[src/rtl/if_stage_pkg.sv]
// if_stage_pkg -- shared definitions for the instruction-fetch stage.
//   Bus widths used between pipeline stages (stall vector, branch bus,
//   IF->ID bus), the Stop/NoStop stall encoding, and the sequential PC
//   increment helper.
package if_stage_pkg;

   localparam int StallBus    = 6;   // global stall vector, bit 0 = IF stage
   localparam int BR_WD       = 33;  // {br_e, br_addr[31:0]}
   localparam int IF_TO_ID_WD = 33;  // {ce, pc[31:0]}

   localparam logic Stop   = 1'b1;
   localparam logic NoStop = 1'b0;

   localparam logic [31:0] PC_STEP = 32'd4;

   // Sequential fetch address; wraps modulo 2^32.
   function automatic logic [31:0] pc_incr(input logic [31:0] pc);
      return pc + PC_STEP;
   endfunction

endpackage

[src/rtl/if_stage_if.sv]
// if_stage_if -- bundle of the fetch stage's pipeline and SRAM signals.
//   stall           : global stall vector (bit 0 governs IF)
//   br_bus          : {br_e, br_addr} redirect request from decode
//   if_to_id_bus    : {ce, pc} handed to decode
//   inst_sram_en    : instruction SRAM read enable
//   inst_sram_wen   : instruction SRAM byte write enables (always 0)
//   inst_sram_addr  : instruction SRAM address (data returns next cycle)
//   inst_sram_wdata : instruction SRAM write data (always 0)
// Modport master is the fetch stage; slave is its surroundings.
interface if_stage_if;
   import if_stage_pkg::*;

   logic [StallBus-1:0]    stall;
   logic [BR_WD-1:0]       br_bus;
   logic [IF_TO_ID_WD-1:0] if_to_id_bus;
   logic                   inst_sram_en;
   logic [3:0]             inst_sram_wen;
   logic [31:0]            inst_sram_addr;
   logic [31:0]            inst_sram_wdata;

   modport master (
      input  stall,
      input  br_bus,
      output if_to_id_bus,
      output inst_sram_en,
      output inst_sram_wen,
      output inst_sram_addr,
      output inst_sram_wdata
   );

   modport slave (
      output stall,
      output br_bus,
      input  if_to_id_bus,
      input  inst_sram_en,
      input  inst_sram_wen,
      input  inst_sram_addr,
      input  inst_sram_wdata
   );

endinterface

[src/rtl/if_stage.sv]
// if_stage -- instruction fetch stage.
//   Holds the PC, issues the instruction SRAM read for the address being
//   loaded into the PC, and remembers a branch redirect that arrives while
//   the stage is stalled so it is applied on the first unstalled cycle.
// Ports:
//   clk : system clock
//   rst : synchronous reset, active low
//   bus : if_stage_if.master (stall, br_bus, if_to_id_bus, inst_sram_*)
// Parameter:
//   RESET_PC : PC value held in reset; first fetch is RESET_PC + 4.
module if_stage
   import if_stage_pkg::*;
#(
   parameter logic [31:0] RESET_PC = 32'hBFBF_FFFC
) (
   input  logic        clk,
   input  logic        rst,
   if_stage_if.master  bus
);

   typedef enum logic [1:0] {
      S_RESET   = 2'd0,
      S_FETCH   = 2'd1,
      S_HOLD    = 2'd2,
      S_HOLD_BR = 2'd3
   } state_t;

   state_t      state_r;
   logic [31:0] pc_reg;
   logic        ce_reg;
   logic        pend_v;
   logic [31:0] pend_addr;

   logic        stop_s;
   logic        br_e_s;
   logic [31:0] br_addr_s;
   logic [31:0] next_pc_s;
   logic        unused_stall_s;

   assign stop_s         = (bus.stall[0] == Stop);
   assign br_e_s         = bus.br_bus[32];
   assign br_addr_s      = bus.br_bus[31:0];
   assign unused_stall_s = ^bus.stall[StallBus-1:1];

   // Next PC: a live branch beats a remembered one, which beats sequential.
   always_comb begin
      next_pc_s = pc_incr(pc_reg);
      if (br_e_s) begin
         next_pc_s = br_addr_s;
      end else if (pend_v) begin
         next_pc_s = pend_addr;
      end else begin
         next_pc_s = pc_incr(pc_reg);
      end
   end

   // PC, fetch-valid, pending redirect and FSM state; reset wins over branch.
   always_ff @(posedge clk) begin
      if (!rst) begin
         state_r   <= S_RESET;
         pc_reg    <= RESET_PC;
         ce_reg    <= 1'b0;
         pend_v    <= 1'b0;
         pend_addr <= 32'h0000_0000;
      end else begin
         if (!stop_s) begin
            pc_reg <= next_pc_s;
            ce_reg <= 1'b1;
            pend_v <= 1'b0;
         end else if (br_e_s) begin
            // Latest branch seen during a stall overwrites any earlier one.
            pend_v    <= 1'b1;
            pend_addr <= br_addr_s;
         end else begin
            pend_v    <= pend_v;
            pend_addr <= pend_addr;
         end

         case (state_r)
            S_RESET: begin
               if (!stop_s) state_r <= S_FETCH;
               else         state_r <= S_RESET;
            end
            S_FETCH: begin
               if (stop_s && br_e_s) state_r <= S_HOLD_BR;
               else if (stop_s)      state_r <= S_HOLD;
               else                  state_r <= S_FETCH;
            end
            S_HOLD: begin
               if (!stop_s)     state_r <= S_FETCH;
               else if (br_e_s) state_r <= S_HOLD_BR;
               else             state_r <= S_HOLD;
            end
            S_HOLD_BR: begin
               if (!stop_s) state_r <= S_FETCH;
               else         state_r <= S_HOLD_BR;
            end
            default: begin
               state_r <= S_RESET;
            end
         endcase
      end
   end

   // SRAM sees exactly the address (and valid) about to be loaded into pc/ce.
   always_comb begin
      bus.inst_sram_en   = (rst & ~bus.stall[0]) | (ce_reg & bus.stall[0]);
      bus.inst_sram_wen  = 4'b0000;
      bus.inst_sram_wdata = 32'h0000_0000;
      if (stop_s) begin
         bus.inst_sram_addr = pc_reg;
      end else begin
         bus.inst_sram_addr = next_pc_s;
      end
   end

   assign bus.if_to_id_bus = {ce_reg, pc_reg};

endmodule

[src/flat_wrapper.sv]
// flat-port wrapper written by rule: the top's interface ports become plain ports
module if_stage_flat import if_stage_pkg::*;
#(
   parameter logic [31:0] RESET_PC = 32'hBFBF_FFFC
)
  (clk, rst, bus_stall, bus_br_bus, bus_if_to_id_bus, bus_inst_sram_en, bus_inst_sram_wen, bus_inst_sram_addr, bus_inst_sram_wdata);
  if_stage_if bus_i ();
  input  logic clk;
  input  logic rst;
  input wire logic [$bits(bus_i.stall)-1:0] bus_stall;
  input wire logic [$bits(bus_i.br_bus)-1:0] bus_br_bus;
  output wire logic [$bits(bus_i.if_to_id_bus)-1:0] bus_if_to_id_bus;
  output wire logic [$bits(bus_i.inst_sram_en)-1:0] bus_inst_sram_en;
  output wire logic [$bits(bus_i.inst_sram_wen)-1:0] bus_inst_sram_wen;
  output wire logic [$bits(bus_i.inst_sram_addr)-1:0] bus_inst_sram_addr;
  output wire logic [$bits(bus_i.inst_sram_wdata)-1:0] bus_inst_sram_wdata;
  assign bus_i.stall = bus_stall;
  assign bus_i.br_bus = bus_br_bus;
  assign bus_if_to_id_bus = bus_i.if_to_id_bus;
  assign bus_inst_sram_en = bus_i.inst_sram_en;
  assign bus_inst_sram_wen = bus_i.inst_sram_wen;
  assign bus_inst_sram_addr = bus_i.inst_sram_addr;
  assign bus_inst_sram_wdata = bus_i.inst_sram_wdata;
  if_stage #(.RESET_PC(RESET_PC)) u_core (.clk(clk), .rst(rst), .bus(bus_i));
endmodule
[config.mk]
export PLATFORM = sky130hd
export DESIGN_NAME = if_stage_flat
export DESIGN_NICKNAME = d
export VERILOG_FILES = /design/src/rtl/if_stage_pkg.sv /design/src/rtl/if_stage_if.sv /design/src/rtl/if_stage.sv /design/src/flat_wrapper.sv
export SDC_FILE = /design/constraint.sdc
export NUM_CORES = 1
export LEC_CHECK = 0
export ABC_AREA = 1
export BUFFER_PORTS_ARGS = -buffer_cell sky130_fd_sc_hd__buf_2
export CORE_MARGIN = 1
export CORE_UTILIZATION = 55
export CTS_BUF_LIST = sky130_fd_sc_hd__clkbuf_8
export DETAILED_ROUTE_END_ITERATION = 12
export GPL_ROUTABILITY_DRIVEN = 0
export PLACE_DENSITY = 0.88
export SKIP_LAST_GASP = 1
export SYNTH_ARGS = -nofsm -noshare
export SYNTH_HDL_FRONTEND = slang
export SYNTH_SLANG_ARGS = --single-unit
[constraint.sdc]
create_clock -name clk -period 2.5 [get_ports clk]
set_input_delay 0.5 -clock clk [delete_from_list [all_inputs] [get_ports clk]]
set_output_delay 0.5 -clock clk [all_outputs]
set_load 0.01 [all_outputs]
# Word level (Yosys, flattened, before mapping)
# Index checks and enable logic that the tools add are counted.
[classes]
bitwise = 4
n_mux = 3
multipliers = 0
shifts = 0
magnitude_cmp = 0
div_mod_pow = 0
n_eq_ne = 0
addsub = 1
reduce_logical = 2
[op_table]
columns = ["operator", "count"]
rows = [
  ["$mux W32", 3],
  ["$add A32 B3 Y32 const B", 1],
  ["$reduce_and A2 Y1", 2],
  ["$and A1 B1 Y1", 2],
  ["$not A1 Y1", 1],
  ["$or A1 B1 Y1", 1],
]
[word_totals]
memories = 0
rom_bits = 0
input_bits = 41
latch_bits = 0
out_inout_bits = 102
elab_cells = 14
ram_bits = 0
register_bits = 66

# Depth between registers and ports, before layout
# Gate-level depths: netlist (run 1).
[logic_depth]
depth_word = 4
depth_mapped = 12
mapped_depth_nobuf = 12

# Worst setup path before layout (run 1)
# No wires, ideal clock.
[synth_timing]
path_kind = "reg2out"
startpoint = "register u_core.pc_reg[2]"
endpoint = "output port bus_inst_sram_addr[20]"
arrival_ps = 1487
stages_incl_launch_ff = 12
path_buffers = 0
slack_ps = 513
required_time_ps = 2000
path_cell_list = "dfxtp_1 > ha_1 > nand3_2 > inv_1 > nand2_2 > nor2_4 > nand2_1 > nand2_1 > nand3_1 > nand2_1 > o21ai_0 > inv_1"
[synth_via]
elab_chain_len = 4
[synth_rtl]
columns = ["element", "line", "rtl"]
rows = [
  ["start, declared", "if_stage.sv:29", "logic [31:0] pc_reg;"],
  ["start signal, assigned", "if_stage.sv:67", "pc_reg <= next_pc_s;"],
  ["$add A32 B3 Y32", "-", ""],
  ["$mux W32", "if_stage.sv:50", "end else if (pend_v) begin"],
  ["$mux W32", "if_stage.sv:48", "if (br_e_s) begin"],
  ["$mux W32", "-", ""],
  ["end, declared", "flat_wrapper.sv:15", "output wire logic [$bits(bus_i.inst_sram_addr)-1:0] bus_inst_sram_addr;"],
]
# Every way passes these cells.

# Final worst setup path (run 1)
[layout_timing]
startpoint = "register u_core.pc_reg[12]"
endpoint = "output port bus_inst_sram_addr[13]"
# The elaborated chain is that of the path after synthesis.

==> qor_table.md, run 1 <==
| Item | Reported |
|:---|:---|
| Most used routing layer in global routing | met2 |
| Synthesized instance count | 642 |
| Buffer type at the clock tree root | sky130_fd_sc_hd__clkbuf_8 |
| Static power due to leakage | 2.51 nW |
| Pins Over Slew Limit | 0 |
| Wire length per cell after detailed routing | 13.8 microns |
| Most frequent cells after synthesis | sky130_fd_sc_hd__nand2_1 (189), sky130_fd_sc_hd__nor2_1 (113), sky130_fd_sc_hd__dfxtp_1 (66), sky130_fd_sc_hd__inv_1 (60), sky130_fd_sc_hd__o21ai_0 (49) |
| Share of synthesized area occupied by flip-flops and latches | 33.0% |
| Beginning of the worst hold path | bus_br_bus[28] |
| Number of unique standard cell types used by synthesis | 35 |
| Area share of xor/xnor cells in the synthesized design | 1.53% |
| I/O Pins | 143 |
| Endpoint kind of the worst setup timing path | primary output |
| Worst reg2reg startpoint | u_core.pc_reg[12] |
| Die boundary height | 87.3 microns |
| Global Route met1 Usage | 39.9% |
| Clock-pin transition on the worst setup and hold timing paths | 70 ps |
| Tightest Pin Transition | 564 ps |
| Detailed-routing iteration count for the pre-antenna-repair pass | 6 |
| Required time at the worst-slack endpoint | 2000 ps |
| Max-cap violation count | 0 |
| Wire length of the first global-routing pass | 18000 microns |
| Global Route met2 Usage | 48.4% |
| Min-delay worst type | in -> reg |
| Relative slew slack | 62.4% |
| DRC marker count from the first detailed-route iteration | 542 |
| Area added between synthesis and finish | 21.9% |
| Setup Skew | 8.51 ps |
| Basic-gate share of the synthesized area counting and, or, nand and nor cells | 34.7% |
| Synthesized-area fraction occupied by adder cells | 0.313% |
| Via Count | 4550 |
| Hold Fails Final Rpt | 0 |
| Data arrival time at the worst-slack endpoint | 1940 ps |
| Number of cells traversed by the worst register-to-register path | 11 |
| Detailed-route wire length | 11600 microns |
| Utilization of the core after routing | 70.7% |
| Remaining antenna violation count after routing | 0 |
| Multiplexer area fraction after synthesis | 0% |
| M3 GR Usage | 6.45% |
| Number of buffers added to fix hold violations after cts | 0 |
| # rows | 30 |
| Flip-flop and latch count after synthesis | 66 |
| # clock sinks | 66 |
| Global Route Usage Sum | 30.7% |
| Mean area per synthesized cell | 6.24 sq um |
| Skew-Pair Late Insertion Delay | 360 ps |
| GR Overflow Total | 0 |
| Slack of the worst reg-to-reg path | 900 ps |
| Initial Util | 58.0% |
| Top flip-flop cell by instance count after synthesis | sky130_fd_sc_hd__dfxtp_1 |
| Minimum clock period after layout | 2440 ps |
| Diode insertion count for antenna repair | 0 |
| Worst slack on hold paths | 410 ps |
| Largest net degree at the start of global routing | 63 |
| TritonCTS clock tree | done |
| Peak Freq | 410 MHz |
| Initial antenna violation count | 0 |
| Post-route clock period utilization | 97.6% |
| Yosys Warn Count | 0 |
| Destination of the worst register-to-register timing path | u_core.pc_reg[29] |
| Total DRC errors in the routed layout | 0 |
| Area contributors post-synth | sky130_fd_sc_hd__dfxtp_1 (33%), sky130_fd_sc_hd__nand2_1 (18%), sky130_fd_sc_hd__nor2_1 (11%) |
| Number of global-route vias before repair | 4011 |
| Cell with the most instances after synthesis | sky130_fd_sc_hd__nand2_1 |
| Ratio of cells with drive above 1 in the final layout | 25.0% |
| Post-synthesis cell area | 4000 sq um |
| Count of H-tree levels built during CTS | 3 |
| Area of the multi-input gates | 2250 sq um |
| Post-synth top area cell | sky130_fd_sc_hd__dfxtp_1 |
| Area of the placeable core | 6910 sq um |
| Endpoint, Worst Hold | u_core.pend_addr[28] |
| Fraction of the mapped netlist area in compound gates | 14.1% |
| Area share of the largest cell type after synthesis | 33.0% |
| Startpoint kind of the worst setup timing path | flop |
| Critical setup path kind | reg -> out |
| Half-perimeter wire length after detailed placement | 8100 microns |
| Sequential cell area | 1370 sq um |
| Power per cell area | 654 nW/um^2 |
| Net count of the finished layout | 782 |
| Dominant combinational cell family by area after synthesis | simple AND/OR/NAND/NOR gates |
| Final setup violation count | 0 |
| CP max FO | 5 |
| Via-to-Cell Ratio | 5.41 |
| Maximum number of buffers from clock root to sink | 2 |
| Result of the run | finished, final reports clean |
| Clock buffer count from CTS | 9 |
| Overall die area | 7620 sq um |
| Number of I/O port buffers | 101 |
| Maximum ir drop on the vdd rail | 404 uV |
| Setup total negative slack | 0 ps |
| Worst hold path stage count | 3 |
| Share of synthesized registers carrying an async set or reset | 0% |
| Unrepaired setup endpoints after global routing | true |
| EDFF count, synth | 0 |
| Width of the chip | 87.3 microns |
| Total of fill cells in the finished design | 572 |
[cells in the final DEF (no fill, tap or decap), types with 2 or more instances in the layout]
cell type / synthesis / routed
sky130_fd_sc_hd__nand2_1: 189 / 186
sky130_fd_sc_hd__a21oi_1: 7 / 7
sky130_fd_sc_hd__nand3_1: 27 / 26
sky130_fd_sc_hd__a31oi_1: 2 / 2
sky130_fd_sc_hd__nand2_2: 3 / 5
sky130_fd_sc_hd__conb_1: 1 / 36
sky130_fd_sc_hd__and2_1: 2 / 2
sky130_fd_sc_hd__xor2_1: 6 / 6
sky130_fd_sc_hd__inv_4: 0 / 3
sky130_fd_sc_hd__o21ai_0: 49 / 48
sky130_fd_sc_hd__o211ai_1: 2 / 2
sky130_fd_sc_hd__buf_4: 37 / 18
sky130_fd_sc_hd__inv_2: 4 / 3
sky130_fd_sc_hd__dfxtp_2: 0 / 12
sky130_fd_sc_hd__a22o_1: 5 / 5
sky130_fd_sc_hd__o22ai_1: 2 / 2
sky130_fd_sc_hd__inv_1: 60 / 59
sky130_fd_sc_hd__bufinv_16: 0 / 3
sky130_fd_sc_hd__nor2_4: 1 / 4
sky130_fd_sc_hd__dfxtp_4: 0 / 8
sky130_fd_sc_hd__buf_2: 7 / 101
sky130_fd_sc_hd__nand3_4: 0 / 2
sky130_fd_sc_hd__nor2_2: 3 / 9
sky130_fd_sc_hd__nor2_1: 113 / 104
sky130_fd_sc_hd__a221oi_1: 20 / 19
sky130_fd_sc_hd__clkbuf_8: 0 / 11
sky130_fd_sc_hd__dfxtp_1: 66 / 46
[how the worst max path moves through the flow]
stage | startpoint | to | slack (ps) | cells after the start
global route | u_core.pc_reg[12] | bus_inst_sram_addr[21] | -70 | 12
CTS | u_core.pc_reg[2] | bus_inst_sram_addr[20] | -10 | 12
detailed placement | bus_br_bus[32] | bus_inst_sram_addr[14] | 170 | 9
finish | u_core.pc_reg[12] | bus_inst_sram_addr[13] | 60 | 10
global placement | bus_br_bus[32] | bus_inst_sram_addr[29] | 190 | 9
floorplan | u_core.pc_reg[2] | bus_inst_sram_addr[20] | 510 | 11
[final cells by class]
type | count | share of cell area, %
flip-flops and latches | 66 | 28.0
clock inverters | 5 | 2.08
well taps | 96 | 2.46
clock buffers | 11 | 3.10
multi-input cells | 480 | 46.2
inverters | 64 | 5.08
repair buffers | 119 | 13.1
[per-stage QoR]
step                      total power, mW  cell area (sq um)  setup WS, ps  std cells
after floorplan                      1.76               4140           513        677
after global placement               1.95               4440           193        819
after detailed placement             1.97               4440           165        819
after CTS                            3.11               4710         -11.6        835
after global routing                 3.34               4880         -71.8        841
final                                3.19               4880          58.9        841
[kinds of logic after synthesis]
group	after synthesis
other	1
adder cells (fa/ha/maj)	1
AND/OR/NAND/NOR	346
buffers and inverters	131
flip-flops	66
XOR/XNOR	7
AO/OA/AOI/OAI	90
[metal layers]
metal,vias to the layer above,routed length (microns),part of all wire [%]
met1,2027,4620,40
met5,-,0,0
met4,0,450,3.9
met2,319,5340,46
li1,2153,-,-
met3,51,1210,10
[critical path, cell delays in order, from the launching register on]
cell and delay, ps:
sky130_fd_sc_hd__dfxtp_1 410, sky130_fd_sc_hd__nand2_1 140, sky130_fd_sc_hd__nor2_2 160, sky130_fd_sc_hd__nand2_1 190, sky130_fd_sc_hd__nor2_4 160, sky130_fd_sc_hd__nand2_1 70, sky130_fd_sc_hd__nand3_1 80, sky130_fd_sc_hd__nand2_1 50
sky130_fd_sc_hd__o21ai_0 120, sky130_fd_sc_hd__inv_1 60, sky130_fd_sc_hd__buf_2 140
[power breakdown]
part / internal [mW] / switching, mW / total, mW
Sequential: 1.13 / 0.0795 / 1.21
Combinational: 0.297 / 0.536 / 0.833
Clock: 0.714 / 0.435 / 1.15
[what timing repair did]
| item | in CTS | in global routing |
|---|---|---|
| resized for setup | 8 | 50 |
| buffers inserted | 0 | 6 |
| pin swaps | 0 | 5 |
| endpoints found under the setup margin | 9 | 23 |
Note: power is estimated with default switching activity, not from simulation.
==> run 2: changes to the inputs <==
--- a/config.mk
+++ b/config.mk
@@ -12,7 +12,9 @@
 export CTS_BUF_LIST = sky130_fd_sc_hd__clkbuf_8
 export DETAILED_ROUTE_END_ITERATION = 12
 export GPL_ROUTABILITY_DRIVEN = 0
+export GPL_TIMING_DRIVEN = 0
 export PLACE_DENSITY = 0.88
+export REMOVE_ABC_BUFFERS = 1
 export SKIP_LAST_GASP = 1
 export SYNTH_ARGS = -nofsm -noshare
 export SYNTH_HDL_FRONTEND = slang
==> qor_table.md, run 2 (same netlist as run 1, synthesis figures left out) <==
| Item | Reported | Delta |
|:---|:---|:---|
| DRC marker count from the first detailed-route iteration | 398 | -27% |
| Max-cap violation count | 0 | unchanged |
| Final setup violation count | 0 | unchanged |
| Width of the chip | 87.3 microns | unchanged |
| Power per cell area | 615 nW/um^2 | -5.9% |
| Overall die area | 7620 sq um | unchanged |
| Cell Int Power | 1.92 mW | -10% |
| Worst slack on hold paths | 410 ps | -0.542 ps |
| Post-route clock period utilization | 96.4% | -1.2 points |
| Sequential cell area | 1360 sq um | -0.64% |
| Detailed-routing iteration count for the pre-antenna-repair pass | 6 | unchanged |
| Endpoint kind of the worst setup timing path | primary output |  |
| Minimum clock period after layout | 2410 ps | -30.2 ps |
| Detailed-route wire length | 11000 microns | -5.7% |
| Number of global-route vias before repair | 3988 | -0.57% |
| Net count of the finished layout | 772 | -1.3% |
| Global Route Usage Sum | 29.0% | -1.7 points |
| Wire length of the first global-routing pass | 17500 microns | -2.9% |
| Static power due to leakage | 2.43 nW | -3.0% |
| Initial antenna violation count | 0 | unchanged |
| Commonest non-fill, non-tap cell in the layout | sky130_fd_sc_hd__nand2_1 |  |
| Area added between synthesis and finish | 18.9% |  |
| CP max FO | 5 | unchanged |
| Number of buffers added to fix hold violations after cts | 0 | unchanged |
| Area of the placeable core | 6910 sq um | unchanged |
| Clock-pin transition on the worst setup and hold timing paths | 70 ps | about the same |
| TritonCTS clock tree | done |  |
| # rows | 30 | unchanged |
| Buffer type at the clock tree root | sky130_fd_sc_hd__clkbuf_8 |  |
| Count of H-tree levels built during CTS | 3 | unchanged |
| Sw Ratio | 34.4% | +1.5 points |
| Clock share of power | 31.4% | -4.6 points |
| Slack of the worst reg-to-reg path | 960 ps | +60 ps |
| Area of the multi-input gates | 2250 sq um | -0.22% |
| I/O Pins | 143 | unchanged |
| GR Overflow Total | 0 | unchanged |
| Via-to-Cell Ratio | 5.26 | -2.7% |
| Sum of internal, switching and leakage power | 2.93 mW | -8.2% |
| Initial Util | 58.0% | unchanged |
| Number of I/O port buffers | 101 | unchanged |
| Result of the run | finished, final reports clean |  |
| Remaining antenna violation count after routing | 0 | unchanged |
| Setup Skew | 8.21 ps | -0.303 ps |
| Top library cells by usage in the layout, fill and taps aside | sky130_fd_sc_hd__nand2_1 (186), sky130_fd_sc_hd__nor2_1 (104), sky130_fd_sc_hd__buf_2 (98) |  |
| Startpoint kind of the worst setup timing path | flop |  |
| Half-perimeter wire length after detailed placement | 7290 microns | -10% |
| Tightest Pin Transition | 643 ps | +78.3 ps |
| Ratio of cells with drive above 1 in the final layout | 23.7% | -1.3 points |
| Via Count | 4375 | -3.8% |
| Min-delay worst type | in -> reg |  |
| Share of power burned in registers | 41.4% | +3.5 points |
| Wire length per cell after detailed routing | 13.2 microns | -4.5% |
| Skew-Pair Late Insertion Delay | 360 ps | about the same |
| Critical setup path kind | reg -> out |  |
| Largest net degree at the start of global routing | 64 | +1.6% |
| Total net switching power | 1.01 mW | -4.0% |
| Combinational share of power | 27.2% | +1.1 points |
| Total of fill cells in the finished design | 573 | +0.17% |
| # clock sinks | 66 | unchanged |
| Maximum number of buffers from clock root to sink | 2 | unchanged |
| Required time at the worst-slack endpoint | 2000 ps | about the same |
| Relative slew slack | 57.2% | -5.2 points |
| Hold Fails Final Rpt | 0 | unchanged |
| Total DRC errors in the routed layout | 0 | unchanged |
| Maximum ir drop on the vdd rail | 332 uV | -18% |
| Pins Over Slew Limit | 0 | unchanged |
| Peak Freq | 415 MHz | +1.3% |
| Diode insertion count for antenna repair | 0 | unchanged |
| Clock buffer count from CTS | 9 | unchanged |
| Data arrival time at the worst-slack endpoint | 1910 ps | -30 ps |
| Die boundary height | 87.3 microns | unchanged |
run 2: cell types whose count changed in the layout (fill, tap and decap cells not counted), sizes merged:
cell and delta:
clkinv +1, bufinv -2, buf -12, clkbuf +1, clkinvlp +2
run 2: through the flow:
| stage | util (%) | worst slack [ps] | setup TNS, ps | cell area (sq um) | instances |
|---|---|---|---|---|---|
| 6_report | 68.9 | 89.0 | 0 | 4760 | 831 |
| 4_1_cts | 66.9 | 1.32 | 0 | 4620 | 825 |
| 3_5_place_dp | 63.2 | -748 | -28720 | 4360 | 808 |
| 5_1_grt | 68.9 | -8.06 | -14.2 | 4760 | 831 |
| 2_1_floorplan | - | -83.2 | -143 | 3720 | 610 |
| 3_3_place_gp | 62.9 | -1490 | -70360 | 4350 | 807 |
run 2: repair_timing:
action                     CTS  global route
resized for setup           15            44
setup buffers                0             6
setup endpoints to repair   64            25
pin swaps                    0             5
cloned                       1             0
run 2: layer usage:
| metal | wire, microns | vias up | global-route usage, % |
|---|---|---|---|
| li1 | - | 2128 | - |
| met1 | 4530 | 1960 | 35.6 |
| met2 | 5230 | 259 | 49.4 |
| met3 | 921 | 28 | 6.07 |
| met4 | 288 | 0 | 11.8 |
| met5 | 0 | - | 0 |
run 2: power groups by stage:
stage          sequential, mW  combinational, mW  clock, mW
3_3_place_gp             1.22              0.703          0
5_1_grt                  1.22              0.896      0.965
2_1_floorplan            1.22              0.454          0
6_report                 1.21              0.796      0.920
3_5_place_dp             1.22              0.724          0
4_1_cts                  1.20              0.744      0.916
run 2: area by class of cell:
| class | count | share of cell area (%) |
|---|---|---|
| multi-input cells | 480 | 47.2 |
| flip-flops and latches | 66 | 28.5 |
| repair buffers | 108 | 12.1 |
| inverters | 64 | 5.31 |
| clock buffers | 11 | 3.18 |
| well taps | 96 | 2.52 |
| clock inverters | 5 | 0.973 |
| repair inverters | 1 | 0.158 |
run 2: worst paths after layout:
path / startpoint / endpoint / depth (start not counted)
setup / recovery: u_core.pc_reg[2] / bus_inst_sram_addr[12] / 8
hold / removal: bus_br_bus[7] / u_core.pend_addr[7] / 3
setup reg to reg: u_core.pc_reg[2] / u_core.pc_reg[24] / 10
hold reg to reg: u_core.pend_addr[4] / u_core.pend_addr[4] / 2
run 2: critical path, cell delays in order, from the launching register on:
cell                      delay, ps
sky130_fd_sc_hd__dfxtp_4        390
sky130_fd_sc_hd__ha_4           160
sky130_fd_sc_hd__nand3_4        110
sky130_fd_sc_hd__nor2_2         170
sky130_fd_sc_hd__nand2_1         90
sky130_fd_sc_hd__nor4_1         240
sky130_fd_sc_hd__o21ai_0        160
sky130_fd_sc_hd__nand2_1        100
sky130_fd_sc_hd__buf_2          130
